<file path="src/rtl/rbuffer_frame_ctrl.sv">
// UART receive-buffer frame controller: hunts for a header, writes frame bytes into the
// byte buffer, reads the frame back, validates the checksum and presents the command.
module rbuffer_frame_ctrl #(
  parameter int         FRAME_LEN      = 5,
  parameter int         WRAP           = 5,
  parameter logic [7:0] HEADER         = 8'hAA,
  parameter int         TIMEOUT_CYCLES = 50000,
  parameter int         TW             = 16
) (
  input  logic        clk,
  input  logic        reset,
  input  logic        rx_done_tick,
  input  logic [7:0]  rx_dout,
  output logic        buf_wr,
  output logic [7:0]  buf_w_data,
  output logic [2:0]  buf_address,
  input  logic [7:0]  buf_r_data,
  output logic        frame_valid,
  input  logic        frame_ready,
  output logic [7:0]  frame_cmd,
  output logic [15:0] frame_arg,
  output logic        err_tick,
  output logic        timeout_tick,
  output logic        overrun_tick
);
  localparam int            CW       = $clog2(FRAME_LEN + 1);
  localparam logic [CW-1:0] LAST_IDX = CW'(FRAME_LEN - 1);
  localparam logic [CW-1:0] FULL_CNT = CW'(FRAME_LEN);
  localparam logic [TW-1:0] TMO_LAST = TW'(TIMEOUT_CYCLES - 1);

  typedef enum logic [1:0] {IDLE, COLLECT, CHECK, PRESENT} state_t;

  state_t        state;
  logic [2:0]    wptr;
  logic [2:0]    base;
  logic [CW-1:0] cnt;
  logic [CW-1:0] idx;
  logic [TW-1:0] timer;
  logic [7:0]    cmd_b;
  logic [7:0]    arg_hi_b;
  logic [7:0]    arg_lo_b;
  logic          chk_ok;

  function automatic logic [2:0] wrap_inc(input logic [2:0] p);
    return (p == 3'(WRAP - 1)) ? 3'd0 : p + 3'd1;
  endfunction

  function automatic logic checksum_ok(input logic [7:0] c, input logic [7:0] hi,
                                       input logic [7:0] lo, input logic [7:0] sum);
    return sum == (c ^ hi ^ lo);
  endfunction

  // The checksum byte is taken straight off the read port in the final CHECK cycle.
  assign chk_ok = checksum_ok(cmd_b, arg_hi_b, arg_lo_b, buf_r_data);

  always_ff @(posedge clk) begin
    if (state == CHECK) begin
      if (idx == CW'(1)) cmd_b    <= buf_r_data;
      if (idx == CW'(2)) arg_hi_b <= buf_r_data;
      if (idx == CW'(3)) arg_lo_b <= buf_r_data;
    end
  end

  always_ff @(posedge clk or posedge reset) begin
    if (reset) begin
      state        <= IDLE;
      wptr         <= '0;
      base         <= '0;
      cnt          <= '0;
      idx          <= '0;
      timer        <= '0;
      buf_wr       <= 1'b0;
      buf_w_data   <= '0;
      buf_address  <= '0;
      frame_valid  <= 1'b0;
      frame_cmd    <= '0;
      frame_arg    <= '0;
      err_tick     <= 1'b0;
      timeout_tick <= 1'b0;
      overrun_tick <= 1'b0;
    end else begin
      buf_wr       <= 1'b0;
      err_tick     <= 1'b0;
      timeout_tick <= 1'b0;
      overrun_tick <= 1'b0;
      case (state)
        IDLE: begin
          if (rx_done_tick && rx_dout == HEADER) begin
            buf_wr     <= 1'b1;
            buf_w_data <= rx_dout;
            wptr       <= wrap_inc(wptr);
            base       <= wptr;
            cnt        <= CW'(1);
            timer      <= '0;
            state      <= COLLECT;
          end
        end
        COLLECT: begin
          if (cnt == FULL_CNT) begin
            // last byte is being written this cycle; read-back starts next cycle
            overrun_tick <= rx_done_tick;
            idx          <= '0;
            buf_address  <= base;
            state        <= CHECK;
          end else if (rx_done_tick) begin
            buf_wr     <= 1'b1;
            buf_w_data <= rx_dout;
            wptr       <= wrap_inc(wptr);
            cnt        <= cnt + 1'b1;
            timer      <= '0;
          end else if (timer == TMO_LAST) begin
            timeout_tick <= 1'b1;
            state        <= IDLE;
          end else begin
            timer <= timer + 1'b1;
          end
        end
        CHECK: begin
          overrun_tick <= rx_done_tick;
          if (idx == LAST_IDX) begin
            if (chk_ok) begin
              frame_cmd   <= cmd_b;
              frame_arg   <= {arg_hi_b, arg_lo_b};
              frame_valid <= 1'b1;
              state       <= PRESENT;
            end else begin
              err_tick <= 1'b1;
              state    <= IDLE;
            end
          end else begin
            idx         <= idx + 1'b1;
            buf_address <= wrap_inc(buf_address);
          end
        end
        PRESENT: begin
          overrun_tick <= rx_done_tick;
          if (frame_ready) begin
            frame_valid <= 1'b0;
            state       <= IDLE;
          end
        end
        default: state <= IDLE;
      endcase
    end
  end
endmodule

</file>
<file path="config.mk">
export PLATFORM = sky130hd
export DESIGN_NAME = rbuffer_frame_ctrl
export DESIGN_NICKNAME = d
export VERILOG_FILES = /design/src/rtl/rbuffer_frame_ctrl.sv
export SDC_FILE = /design/constraint.sdc
export NUM_CORES = 1
export LEC_CHECK = 0
export BUFFER_PORTS_ARGS = -buffer_cell sky130_fd_sc_hd__buf_4
export CELL_PAD_IN_SITES_DETAIL_PLACEMENT = 0
export CELL_PAD_IN_SITES_GLOBAL_PLACEMENT = 1
export CORE_MARGIN = 5
export CORE_UTILIZATION = 48
export CTS_BUF_LIST = sky130_fd_sc_hd__clkbuf_4 sky130_fd_sc_hd__clkbuf_8
export CTS_CLUSTER_DIAMETER = 100
export DETAILED_ROUTE_END_ITERATION = 12
export PLACE_DENSITY = 0.9
export SLEW_MARGIN = 20
export SYNTH_ARGS = -nofsm -noshare
export SYNTH_HDL_FRONTEND = slang
export SYNTH_SLANG_ARGS = --single-unit
</file>
<file path="constraint.sdc">
create_clock -name clk -period 2.5 [get_ports clk]
set_input_delay 0.25 -clock clk [delete_from_list [all_inputs] [get_ports clk]]
set_output_delay 0.25 -clock clk [all_outputs]
set_load 0.005 [all_outputs]
</file>
# [Yosys cells after proc, flatten, opt, wreduce, memory -nomap -nowiden]
# Cells that the tools add are included.
[totals] word_cells=115 register_bits=94 in_bits=20 output_inout_bits=40
[classes] addsub=5 eq_ne=24 reduce_logical=16 n_mux=50 n_bitwise=2
[ops] op="16-bit two-way mux" count=4
[ops] op="3-bit two-way mux" count=12
[ops] op="16-bit one-hot mux with 2 select lines" count=1
[ops] op="8-bit two-way mux" count=3
[ops] op="3-bit one-hot mux with 2 select lines" count=4
[ops] op="16-bit by 1-bit adder with 16-bit output (second input constant)" count=1
[ops] op="16-bit equality test (second input constant)" count=1
[ops] op="8-bit one-hot mux with 2 select lines" count=1
[ops] op="8-bit bitwise XOR" count=2
[ops] op="1-bit two-way mux" count=14
[ops] op="2-bit two-way mux" count=7
[ops] op="2-bit inequality test (second input constant)" count=7
[ops] op="3-bit by 1-bit adder with 3-bit output (second input constant)" count=4
[ops] op="3-bit equality test (second input constant)" count=4
[ops] op="4-bit AND reduction" count=3
[ops] op="3-bit inequality test (second input constant)" count=3
[ops] op="8-bit equality test" count=1
[ops] op="8-bit equality test (second input constant)" count=1
[ops] op="2-bit one-hot mux with 4 select lines" count=1
[ops] op="2-bit AND reduction" count=4
[ops] op="3-bit by 2-bit equality test with 1-bit output (second input constant)" count=2
[ops] op="1-bit one-hot mux with 2 select lines" count=3
[ops] op="3-bit AND reduction" count=2
[ops] op="2-bit nonzero test" count=3
[ops] op="other kinds (8)" count=9

# [Depth between registers and ports, before layout]
[depth] depth_word=6 mapped_depth=9 depth_no_buf=7

# [Worst setup path before layout]
# No wires, ideal clock.
[synth_timing] kind="reg2reg" from="register state[0]" to="register timer[0]" setup_ps=125 t_required_ps=2375 stages_incl_launch_ff=9 synth_period_minus_slack_ps=2123 arrival_time_ps=1998 setup_slack_ps=377 n_path_buf=1 path_cell_list="dfrtp_1 > inv_1 > ha_1 > inv_1 > or4_4 > buf_6 > a21oi_4 > nand2_2 > mux2_4"
[synth_via] elab_chain_cells=3 elab_cells_between_ends=8 cone_classes="eq/ne (4); mux (1); reduce/logical (3)"
[synth_lines] element="start: declaration" line_no="33" source="state_t state;"
[synth_lines] element="start signal: assignment" line_no="66" source="state <= IDLE;"
[synth_lines] element="start signal: assignment" line_no="95" source="state <= COLLECT;"
[synth_lines] element="start signal: assignment" line_no="104" source="state <= CHECK;"
[synth_lines] element="2-bit by 1-bit equality test with 1-bit output / 2-bit logical NOT (equally long branches)" line_no="86" source="case (state)"
[synth_lines] element="3-bit inequality test (no line) (tied with other cells)"
[synth_lines] element="4-bit AND reduction (no line)"
[synth_lines] element="end signal: assignment" line_no="115" source="timer <= timer + 1'b1;"
[synth_lines] element="end: declaration" line_no="38" source="logic [TW-1:0] timer;"
# Parallel ways exist; a longest one is shown, timed or not.
# A chain may end at the register's enable or synchronous reset.

# [Worst setup path in the final report]
[layout_timing] from="register state[1]" to="register timer[8]"
# Same word-level chain as after synthesis.

==> metrics.cfg <==
[final_layout]
most-common-layout-cells = 72 x buf_4, 70 x dfrtp_1, 49 x nand2_1, 24 x edfxtp_1, 23 x o21ai_0
drive_gt1_share_pct = 27.91
utilization_pct = 57.78
antenna_cells = 0
final_common_cell = buf_4
multi_input_area_um2 = 1898
num-fill-cells = 772
register_area_um2 = 2472
fin_cells = 584
area_growth_pct = 17.71
final_nets = 486

[power_and_ir_drop]
vdd_ir_drop_max_mv = 0.4103
p_leak_nw = 2.463
power.density_nw_per_um2 = 751.7

[worst_setup_path]
critPathCaptureType = flop
crit_buf_inv = 2
cpPeakStageDelay_ps = 650
cp_data_required_time_ps = 2770
critPathLaunchType = flop
crit_path_top_delay_cell = or4_4
crit_chain = inv_1, ha_1, inv_1, or4_4, a21oi_4, nand2_4, o41ai_2
cp.arrival_ps = 2600
critical_path_class = reg -> reg
crit_family = simple AND/OR/NAND/NOR gates
crit_top_cell = inv_1
critPathMaxFanout = 11

[floorplanning]
dieArea_um2 = 11490
core-area_um2 = 9240
fp.dieW_um = 107.2
rows = 35
start_util_pct = 49.09
ioPinCount = 60
fp.dieH_um = 107.2

[placed_design]
post-dp-hpwl_um = 6569
pre_cts_ws_ps = 223.0
port-buffer-count = 59
place.gp.congestion = 0.8179
dp_cells = 567

[clock_tree]
cts_tree = done
clockBufferDepth = 2
cts_root_buffer = clkbuf_8
clock_sinks = 94
clk_latency_ps = 370
clkSlewWorstSetupHoldPaths_ps = 100
postCtsSetupRepairBufs = 0
cts_made_buffers = 9
ctsHtreeMaxLevel = 3

[drt]
viasPerCell = 5.315
vias = 3104
drt_iter0_drc = 191
ant_nets = 0
first_pass_iters = 4
wl_um = 9021
drc = 0
wl_per_cell_um = 15.45

[job]
drv_cap = 0

[sta]
finalHoldViolCount = 0
setup_ws_ps = 163.6
min_period_ps = 2336
final_max_slew_viol_count = 0
tightest_slew_ps = 529.7
finClkSkew_ps = 9.189
fin_crit_sh_pct = 93.46
finalSetupViolations = 0
holdWs_ps = 76.15
fmaxAchievable_ghz = 0.4280
tns_ps = 0
max-slew-margin-rel_pct = 64.41
rsz0062_at_grt = no

[logic_synthesis]
synth_mux_area_share_pct = 9.655
synth_top_family_by_area = simple AND/OR/NAND/NOR gates
syn-cell-area_um2 = 4536
async_reset_ff_share_pct = 74.47
synth_compound_area_share_pct = 9.214
synthFlopType = dfrtp_1
ys_seq_area_share_pct = 54.51
syn_nets = 416
avgSynthCellArea_um2 = 11.94
synth_seq_cells = 94
synthSimpleGateAreaFrac_pct = 13.66
yosysWarnings = 0
synth.distinct_cells = 57
netlist_instances = 380
synth_fa_ha_area_share_pct = 4.414
synth_xor_xnor_area_share_pct = 4.634
synth_edf_count = 24

[min_path]
hp-class = in -> reg

[global_route]
gr-usage-all-layers_pct = 16.66
grt_pass1_vias = 3138
grt_pass1_wl_um = 15260
grt_max_degree = 26
antenna_found_initial = 0
grt_overflow = 0

[outcome]
status = finished clean

sequential cells by signal, indices dropped and copies added (netlist names):
name / count
arg_hi_b: 8
arg_lo_b: 8
base: 3
buf_address: 3
buf_w_data: 8
buf_wr: 1
cmd_b: 8
cnt: 3
err_tick: 1
frame_arg: 16
frame_cmd: 8
frame_valid: 1
idx: 3
overrun_tick: 1
state: 2
timeout_tick: 1
timer: 16
wptr: 3
repair_timing:
item | in CTS | in global routing
gates resized for setup | 0 | 1
setup endpoints to repair | 0 | 6
hold buffers | 1 | 0
hold endpoints to repair | 23 | 0
routing by layer:
metal / GRT usage, % / vias to the layer above / wire [um] / part of all wire [%]
met5: 0 / - / 0 / 0
li1: - / 1489 / - / -
met2: 26.68 / 84 / 4293 / 48
met4: 5.662 / 0 / 104 / 1.2
met1: 22.25 / 1524 / 4141 / 46
met3: 3.913 / 7 / 480 / 5.3
final cells by class:
| class | count | area share, % |
|---|---|---|
| tap | 129 | 3.023 |
| clock buffer | 9 | 2.320 |
| clock inverter | 7 | 1.359 |
| inverter | 16 | 1.125 |
| multi-input combinational | 256 | 35.55 |
| timing repair buffer | 73 | 10.31 |
| sequential | 94 | 46.31 |
synthesized netlist by cell type (5+ instances only):
| library cell | number | area [um^2] |
|---|---|---|
| a31oi_1 | 5 | 31.28 |
| nor2_1 | 10 | 37.54 |
| a21oi_1 | 8 | 40.04 |
| nand2_1 | 49 | 183.9 |
| o31ai_1 | 5 | 37.54 |
| and3_1 | 7 | 43.79 |
| mux2_4 | 20 | 300.3 |
| o21ai_0 | 23 | 115.1 |
| nand3_1 | 17 | 85.08 |
| xnor2_1 | 16 | 140.1 |
| nand4_1 | 5 | 31.28 |
| xor2_1 | 8 | 70.07 |
| nand2b_1 | 7 | 43.79 |
| ha_1 | 16 | 200.2 |
| edfxtp_1 | 24 | 720.7 |
| inv_1 | 16 | 60.06 |
| clkbuf_1 | 5 | 18.77 |
| mux2i_1 | 7 | 70.07 |
| dfrtp_1 | 70 | 1752 |
| mux2_2 | 6 | 67.56 |
path summary, 6_finish.rpt:
check	from	to	slack, ps	cells past startpoint
setup / recovery	state[1]	timer[8]	160	7
max in group asynchronous	reset	frame_valid	1290	4
min in group asynchronous	reset	frame_arg[14]	470	3
hold / removal	rx_dout[0]	buf_w_data[0]	80	3
hold reg to reg	buf_w_data[0]	buf_w_data[0]	490	2
setup reg to reg	state[1]	timer[8]	160	7
logic make-up (layout without fill, tap and decap cells):
kind of cell	after synthesis	count (layout)
adder cells (fa/ha/maj)	16	16
flip-flops	94	94
AND/OR/NAND/NOR	121	121
XOR/XNOR	24	24
AO/OA/AOI/OAI	62	62
buffers and inverters	30	105
multiplexers	33	33
report_power, final:
group	switching, W	internal [W]
Sequential	0.000134	0.00174
Clock	0.000550	0.000466
Combinational	0.000628	0.000492
worst min-delay path, stage by stage:
cell	delay (ps)
buf_4	80
nand2_1	40
nand2_1	40
metrics by stage:
stage | total power, W | cell area (um^2)
3_5_place_dp | 0.003015 | 5125
6_report | 0.004013 | 5339
4_1_cts | 0.004036 | 5331
2_1_floorplan | 0.002615 | 4536
3_3_place_gp | 0.002979 | 5125
5_1_grt | 0.004276 | 5339
Power figures use the tool's default switching activity.
